[config.mk]
export PLATFORM = sky130hd
export DESIGN_NAME = sumatoria_ctrl
export DESIGN_NICKNAME = d
export VERILOG_FILES = /design/src/rtl/sumatoria_ctrl.sv
export SDC_FILE = /design/constraint.sdc
export NUM_CORES = 1
export LEC_CHECK = 0
export CAP_MARGIN = 20
export CORE_AREA = 2 2 252 254
export DETAILED_ROUTE_END_ITERATION = 7
export DIE_AREA = 0 0 254 256
export PLACE_DENSITY = 0.69
export SYNTH_ARGS = -nofsm -noshare
export SYNTH_HDL_FRONTEND = slang
export SYNTH_SLANG_ARGS = --single-unit
[constraint.sdc]
create_clock -name clk -period 4.5 [get_ports clk]
set_input_delay 0.9 -clock clk [delete_from_list [all_inputs] [get_ports clk]]
set_output_delay 0.9 -clock clk [all_outputs]
set_load 0.02 [all_outputs]
[src/rtl/sumatoria_ctrl.sv]
`default_nettype none
// ============================================================================
// Module      : sumatoria_ctrl
// Description : Sequencer for the 16-lane sign-magnitude summation datapath.
//               Streams NUM_BLOCKS consecutive 16-word blocks from a
//               synchronous-read memory onto a packed operand bus, folds each
//               block's sign-magnitude sum into a running total and reports a
//               saturated sign-magnitude result with a start/done handshake.
// Revision    : 1.0 - initial release
// ============================================================================
module sumatoria_ctrl #(
    parameter int ADDR_W = 10,
    parameter int LANES  = 16
) (
    input  logic                  clk,
    input  logic                  rst_n,
    input  logic                  start,
    input  logic [ADDR_W-1:0]     base_addr,
    input  logic [7:0]            num_blocks,
    output logic                  mem_rd_en,
    output logic [ADDR_W-1:0]     mem_addr,
    input  logic [31:0]           mem_rdata,
    output logic [LANES*32-1:0]   rd_bus,
    input  logic [31:0]           sum_in,
    output logic                  busy,
    output logic                  done,
    output logic [31:0]           result,
    output logic                  overflow
);

    typedef enum logic [2:0] {
        ST_IDLE  = 3'd0,
        ST_FETCH = 3'd1,
        ST_WAIT  = 3'd2,
        ST_ACCUM = 3'd3,
        ST_DONE  = 3'd4
    } state_t;

    localparam logic [3:0] LAST_LANE = 4'(LANES - 1);
    localparam logic [24:0] MAG_MAX  = 25'd32767;

    // ------------------------------------------------------------------------
    // State and registered outputs
    // ------------------------------------------------------------------------
    state_t                 state_q,   state_d;
    logic [3:0]             k_q,       k_d;
    logic [7:0]             b_q,       b_d;
    logic [7:0]             nb_q,      nb_d;
    logic [ADDR_W-1:0]      base_q,    base_d;
    logic signed [24:0]     acc_q,     acc_d;
    logic                   busy_q,    busy_d;
    logic                   done_q,    done_d;
    logic                   rd_en_q,   rd_en_d;
    logic [ADDR_W-1:0]      addr_q,    addr_d;
    logic [LANES*32-1:0]    rd_bus_q,  rd_bus_d;
    logic [31:0]            result_q,  result_d;
    logic                   ovf_q,     ovf_d;

    // ------------------------------------------------------------------------
    // Helpers
    // ------------------------------------------------------------------------
    logic signed [24:0]     addend;
    logic [3:0]             fill_lane;
    logic [7:0]             b_inc;
    logic                   unused_sum_hi;

    // The datapath only defines the low half-word; the upper bits are ignored.
    assign unused_sum_hi = ^sum_in[31:16];

    // Word address of lane k in block b, wrapping at the memory size.
    function automatic logic [ADDR_W-1:0] blk_addr(
        input logic [ADDR_W-1:0] base,
        input logic [7:0]        b,
        input logic [3:0]        k
    );
        blk_addr = base + ADDR_W'({b, 4'b0000}) + ADDR_W'(k);
    endfunction

    // Accumulator to {overflow, sign-magnitude result}; zero is always +0.
    function automatic logic [32:0] to_sign_mag(input logic signed [24:0] a);
        logic [24:0] mag;
        logic [14:0] mag15;
        logic        sat;
        mag   = a[24] ? 25'(-a) : 25'(a);
        sat   = (mag > MAG_MAX);
        mag15 = sat ? 15'h7FFF : mag[14:0];
        to_sign_mag = {sat, 16'h0000, a[24], mag15};
    endfunction

    // Sign-magnitude datapath result as a signed addend; -0 naturally yields 0.
    always_comb begin
        addend = sum_in[15] ? -$signed({10'b0, sum_in[14:0]})
                            :  $signed({10'b0, sum_in[14:0]});
    end

    // Lane that the data currently on mem_rdata belongs to (previous k).
    assign fill_lane = k_q - 4'd1;
    assign b_inc     = b_q + 8'd1;

    // Next-state and next-output logic for the whole sequencer.
    always_comb begin
        state_d  = state_q;
        k_d      = k_q;
        b_d      = b_q;
        nb_d     = nb_q;
        base_d   = base_q;
        acc_d    = acc_q;
        busy_d   = busy_q;
        done_d   = 1'b0;
        rd_en_d  = rd_en_q;
        addr_d   = addr_q;
        rd_bus_d = rd_bus_q;
        result_d = result_q;
        ovf_d    = ovf_q;

        case (state_q)
            ST_IDLE: begin
                if (start) begin
                    base_d   = base_addr;
                    nb_d     = num_blocks;
                    acc_d    = '0;
                    result_d = '0;
                    ovf_d    = 1'b0;
                    b_d      = '0;
                    k_d      = '0;
                    if (num_blocks == 8'd0) begin
                        state_d = ST_DONE;
                        done_d  = 1'b1;
                    end else begin
                        state_d = ST_FETCH;
                        busy_d  = 1'b1;
                        rd_en_d = 1'b1;
                        addr_d  = base_addr;
                    end
                end
            end

            ST_FETCH: begin
                // Word requested at k-1 arrives now.
                if (k_q != 4'd0) begin
                    rd_bus_d[{fill_lane, 5'b00000} +: 32] = mem_rdata;
                end
                if (k_q == LAST_LANE) begin
                    state_d = ST_WAIT;
                    rd_en_d = 1'b0;
                end else begin
                    k_d    = k_q + 4'd1;
                    addr_d = blk_addr(base_q, b_q, k_q + 4'd1);
                end
            end

            ST_WAIT: begin
                // Last lane's data lands one cycle after the final request.
                rd_bus_d[{LAST_LANE, 5'b00000} +: 32] = mem_rdata;
                state_d = ST_ACCUM;
            end

            ST_ACCUM: begin
                acc_d = acc_q + addend;
                b_d   = b_inc;
                if (b_inc == nb_q) begin
                    state_d                      = ST_DONE;
                    busy_d                       = 1'b0;
                    done_d                       = 1'b1;
                    {ovf_d, result_d}            = to_sign_mag(acc_q + addend);
                end else begin
                    state_d = ST_FETCH;
                    k_d     = '0;
                    rd_en_d = 1'b1;
                    addr_d  = blk_addr(base_q, b_inc, 4'd0);
                end
            end

            ST_DONE: begin
                state_d = ST_IDLE;
            end

            default: begin
                state_d = ST_IDLE;
                busy_d  = 1'b0;
                rd_en_d = 1'b0;
            end
        endcase
    end

    // State register; reset aborts any run and clears every output at once.
    always_ff @(posedge clk or negedge rst_n) begin
        if (!rst_n) begin
            state_q  <= ST_IDLE;
            k_q      <= '0;
            b_q      <= '0;
            nb_q     <= '0;
            base_q   <= '0;
            acc_q    <= '0;
            busy_q   <= 1'b0;
            done_q   <= 1'b0;
            rd_en_q  <= 1'b0;
            addr_q   <= '0;
            rd_bus_q <= '0;
            result_q <= '0;
            ovf_q    <= 1'b0;
        end else begin
            state_q  <= state_d;
            k_q      <= k_d;
            b_q      <= b_d;
            nb_q     <= nb_d;
            base_q   <= base_d;
            acc_q    <= acc_d;
            busy_q   <= busy_d;
            done_q   <= done_d;
            rd_en_q  <= rd_en_d;
            addr_q   <= addr_d;
            rd_bus_q <= rd_bus_d;
            result_q <= result_d;
            ovf_q    <= ovf_d;
        end
    end

    assign mem_rd_en = rd_en_q;
    assign mem_addr  = addr_q;
    assign rd_bus    = rd_bus_q;
    assign busy      = busy_q;
    assign done      = done_q;
    assign result    = result_q;
    assign overflow  = ovf_q;

endmodule
`default_nettype wire

* Word level (Yosys, flattened, before mapping)
Index checks and enable logic that the tools add are counted.
** Word-level totals
- Bits in registers :: 616
- Input port bits :: 85
- Output and inout port bits :: 558
** Cells by class
- Add/subtract/negate cells :: 10
- Order comparisons :: 1
- Eq/ne operators :: 13
- Shifts and indexed selects :: 2
- Mux-type cells :: 41
- Bitwise logic cells :: 2
- Reduce and logical (&&, ||, !) cells :: 18
** Operators with widths (number)
- $bwmux W512 :: 1
- $mux W512 :: 1
- $shift A32 B11 Y512 const A :: 1
- $shiftx A32 B11 Y512 :: 1
- $pmux W32 S2 :: 2
- $mux W25 :: 3
- $mux W32 :: 2
- $pmux W25 S2 :: 1
- $mux W10 :: 4
- $pmux W10 S3 :: 1
- $add A25 B25 Y25 :: 1
- $gt A25 B15 Y1 const B :: 1
- $neg A15 Y25 :: 1
- $neg A25 Y25 :: 1
- $add A10 B10 Y10 :: 2
- $pmux W8 S2 :: 1
- $mux W15 :: 1
- $ne A2 B2 Y1 const B :: 7
- $mux W3 :: 4
- $mux W4 :: 3
- $pmux W3 S4 :: 1
- $pmux W4 S3 :: 1
- $neg A9 Y11 :: 1
- $add A10 B4 Y10 :: 1
- other kinds (25) :: 44

* Logic depth before layout (Yosys ltp)
- Depth in word-level cells :: 9
- Gate-level depth with buffers :: 20

* Least setup slack after synthesis
No wires, ideal clock.
- Kind :: input to register
- Start :: input sum_in[5]
- End :: register result_q[9] (netlist: result[9])
- Setup time :: 0.123 ns
- Arrival :: 5.344 ns
- Required time :: 4.377 ns
- Setup slack :: -0.967 ns
- Cell stages on the path :: 19
- Path buffers :: 2
- Cell sequence :: nor4_2 > nand2_1 > or4_1 > clkbuf_1 > o21ai_0 > xnor2_1 > ha_1 > nand2_1 > or3_2 > a2bb2oi_4 > o21bai_1 > xor2_1 > a2111oi_0 > nor4b_4 > and3_2 > a211oi_2 > nor3_4 > buf_6 > a21oi_1
** Between the ends
- Longest elaborated chain between the ends :: 9
** Ends and longest elaborated chain
- start: declaration :: line 24 : input logic [31:0] sum_in,
- $neg A15 Y25 :: line 92 : addend = sum_in[15] ? -$signed({10'b0, sum_in[14:0]})
- $mux W25 * :: line 92
- $add A25 B25 Y25 * :: line 165 : {ovf_d, result_d} = to_sign_mag(acc_q + addend);
- $neg A25 Y25 :: line 84 : mag = a[24] ? 25'(-a) : 25'(a);
- $mux W25 * :: line 84
- $gt A25 B15 Y1 :: line 85 : sat = (mag > MAG_MAX);
- $mux W15 * :: line 86 : mag15 = sat ? 15'h7FFF : mag[14:0];
- $mux W32 * :: line 161 : if (b_inc == nb_q) begin
- $pmux W32 S2 * :: line 116 : case (state_q)
- end signal: assignment :: line 214 : result_q <= result_d;
- end: declaration :: line 56 : logic [31:0] result_q, result_d;
Mark *: on every way between the ends. The rest lies on a longest branch, timed or not. The select of a mux whose other input is x is not followed.
A chain may end at the register's enable or synchronous reset.

* Worst setup path in the final report
- Start :: input sum_in[11]
- End :: register result_q[3] (netlist: result[3])
The elaborated chain is that of the path after synthesis.

==> results.md <==
- Die Area: 65000 sq um
- # diodes: 0
- Ports: roughly 640
- Critical Path Source Type: primary input
- Critical Path Source: sum_in[11]
- DP Worst Slack: -1.45 ns
- FILL cells: 5228
- Hold Path Class: in -> async
- Cell taking the most area after synthesis: dfrtp_1
- Routed vias: between 20k and 25k
- Clock Path Buffers: 3
- Status: finished with violations
- Failing checks: negative setup slack
- Adder-Cell Fraction of Synth Area: 0.0255
- Mapped Area: 25900 sq um
- Largest net degree at the start of global routing: 104
- Initial antenna violation count: 4
- Post-synth EDFFs: 0
- Final Instance Area: 37000 sq um
- Max IR drop VDD: slightly below 0.5 mV
- Yosys reg bits: 600
- Post-detail-place hpwl: roughly 72000 microns
- Initial Util: 0.415
- Ranking of synthesized cells by area: dfrtp_1 (58%), o21ai_0 (8.9%), nand2_1 (8.8%), mux2_2 (5.4%), ha_1 (2.3%)
- First-pass GRT wire length: about 150000 microns
- Fin crit share: 1.06
- Commonest non-fill, non-tap cell in the layout: nand2_1
- Max Cap Viol: 0
- WS Path Type: in -> reg
- Synth top area share: 0.580
- Die extent in y: 256 microns
- Share of layout cells above drive strength 1: 0.169
- IO Port Bufs: just over 600
- Clk pin slew, worst setup/hold paths: 0.06 ns
- TritonCTS clock tree: done
- RSZ-0062 raised after global routing: yes
- Commonest non-fill, non-tap cells in the layout: nand2_1 (601), dfrtp_1 (600), clkdlybuf4s50_1 (598)
- DRC: 0
- Distinct cell type count after synthesis: 79
- Lkg Pwr: between 15 and 20 nW
- Post-Synthesis Cells: 2523
- Post-Synth XOR/XNOR Area: 0.0246
- Worst EP required: about 5.0 ns
- Syn Area/Cell: between 10 and 15 sq um
- Setup crit end kind: flip-flop
- Register area share after synthesis: 0.580
- Root Driver: clkbuf_16
- Vias per cell: 5.43
- Sink Count: 600
- Post-route antenna net violation count: 0
- Final WL: 101000 microns
- Final worst slack: -0.279 ns
- Skew-Pair Late Insertion Delay: slightly above 0.6 ns
- Core ar.: 62400 sq um
- Area Growth Syn to Fin: 42.7%
- Fraction of the mapped netlist area in simple logic gates: 0.132
- Hold_buf cts: 0
- Wirelength per Cell: 24.2 microns
- CP arrival: 5.27 ns
- Pre-antenna DRT Iters: 5
- Final min period: 4.78 ns
- Initial DRC count: about 1.6k
- Most used DFF post-synth: dfrtp_1
- Utilization after layout: 0.592
- Num CTS Buffers: 66
- Final setup vio count: 16
- Mux contribution to synthesized area: 0.0554
- Asr flop ratio synth: 1.00
- Skew final: 0.0278 ns
- Core Rows: 92
- Gp weighted congestion: 0.897
- Cell Area, Placed: 34100 sq um
- Vias in the first global route: 22.8k
- R2R Path Start: acc_q[0]$_DFFE_PN0P_
- Yosys warning count: 0
- Power density over the cells: 874 nW/um^2
- Slew of the pin with the lowest slew margin: 1.11 ns
- Worst Path Max Fanout: 8
- GRT overflow: 0
- Fmax: 209 MHz
- Largest family of logic cells by synthesized area: compound AO/OA/AOI/OAI gates
- NumNets Final: between 3k and 4k
- Final Hold Vio Count: 0
- H-tree levels: 3
- Slew Limit Fails: 0
- Complex-gate fraction of the synthesized area: 0.151
- Slew HR: 0.255
- Width of the chip: 254 microns
- Setup TNS: -4.33 ns
- GRT Util Overall: 0.309
==> synth_stat cells (10+ instances only) <==
cell	instances
clkbuf_1	130
mux2_2	124
nand2_1	604
buf_4	17
a21o_1	11
nor3_1	24
xor2_1	21
ha_1	48
nand4_1	23
dfrtp_1	600
nor2_1	38
o211ai_1	11
a22o_1	32
nand3_1	49
inv_1	29
o21ai_0	460
o31ai_1	10
a21oi_1	87
xnor2_1	50
==> critical path, cell delays in order <==
cell             delay [ns]
clkdlybuf4s50_1        0.45
or3_1                  0.42
buf_4                  0.18
o41a_1                 0.41
ha_4                   0.31
buf_6                  0.14
nand2_1                0.07
o21ai_2                0.23
mux2i_1                0.25
o221ai_2               0.11
nor3_1                 0.15
buf_4                  0.19
or3_1                  0.16
a2111oi_4              0.08
buf_4                  0.15
nor4_4                 0.24
nand4b_1               0.20
nor3_4                 0.25
buf_12                 0.15
buf_16                 0.15
a21oi_4                0.06
==> layout make-up <==
class / count / area [sq um] / share of cell area
clock buffers: 95 / 1900 / 0.0514
inverters: 29 / 109 / 0.00294
multi-input cells: 1750 / 10700 / 0.289
repair buffers: 827 / 7890 / 0.213
flip-flops and latches: 600 / 15000 / 0.406
well taps: 846 / 1060 / 0.0286
clock inverters: 25 / 308 / 0.00833
==> cell families (layout without fill, tap and decap cells) <==
group,Yosys count,count (layout)
AO/OA/AOI/OAI,681,681
buffers and inverters,188,976
AND/OR/NAND/NOR,802,802
XOR/XNOR,72,72
adder cells (fa/ha/maj),51,51
other,1,16
multiplexers,128,128
flip-flops,600,600
==> registers in the layout, indices dropped and copies added (netlist names) <==
register,count
b_q,8
k_q,4
rd_bus,512
acc_q,25
result,16
mem_addr,10
mem_rd_en,1
nb_q,8
done,1
overflow,1
busy,1
state_q,3
base_q,10
==> through the flow <==
step	total power, mW	hold slack, ns	std cells
4_1_cts	32.3	0.338	4171
3_3_place_gp	25.9	0.461	4032
2_1_floorplan	17.7	0.471	2538
5_1_grt	34.1	0.343	4172
6_report	32.3	0.292	4172
3_5_place_dp	26.3	0.469	4033
==> repair_timing <==
action,CTS,global route
setup buffers,17,1
gates resized for setup,112,10
setup endpoints to repair,16,16
gates cloned,1,0
pin swaps,26,9
==> path summary, 6_finish.rpt <==
| path | to | slack [ns] | cells after the start |
|---|---|---|---|
| max reg2reg | result[3]$_DFFE_PN0P_ | 0.42 | 16 |
| min in group clk | rd_bus[56]$_DFFE_PN0P_ | 0.48 | 2 |
| min reg2reg | rd_bus[56]$_DFFE_PN0P_ | 0.48 | 2 |
| max in group asynchronous | rd_bus[271]$_DFFE_PN0P_ | 3.06 | 3 |
| max | result[3]$_DFFE_PN0P_ | -0.28 | 21 |
| min | rd_bus[117]$_DFFE_PN0P_ | 0.29 | 1 |
==> routing by layer <==
| layer | part of all wire | up-vias | GRT usage | wire [microns] |
|---|---|---|---|---|
| met5 | 0 | - | 0 | 0 |
| met4 | 0.056 | 0 | 0.160 | 5680 |
| met3 | 0.086 | 250 | 0.0835 | 8690 |
| met2 | 0.46 | 936 | 0.491 | 46900 |
| met1 | 0.39 | 11250 | 0.387 | 39800 |
| li1 | - | 10205 | - | - |
==> where the power goes <==
group	internal (mW)	total, mW	switching, mW
Sequential	7.90	9.47	1.56
Clock	3.16	5.50	2.34
Combinational	7.33	17.3	9.99
Note: power is estimated with default switching activity, not from simulation.
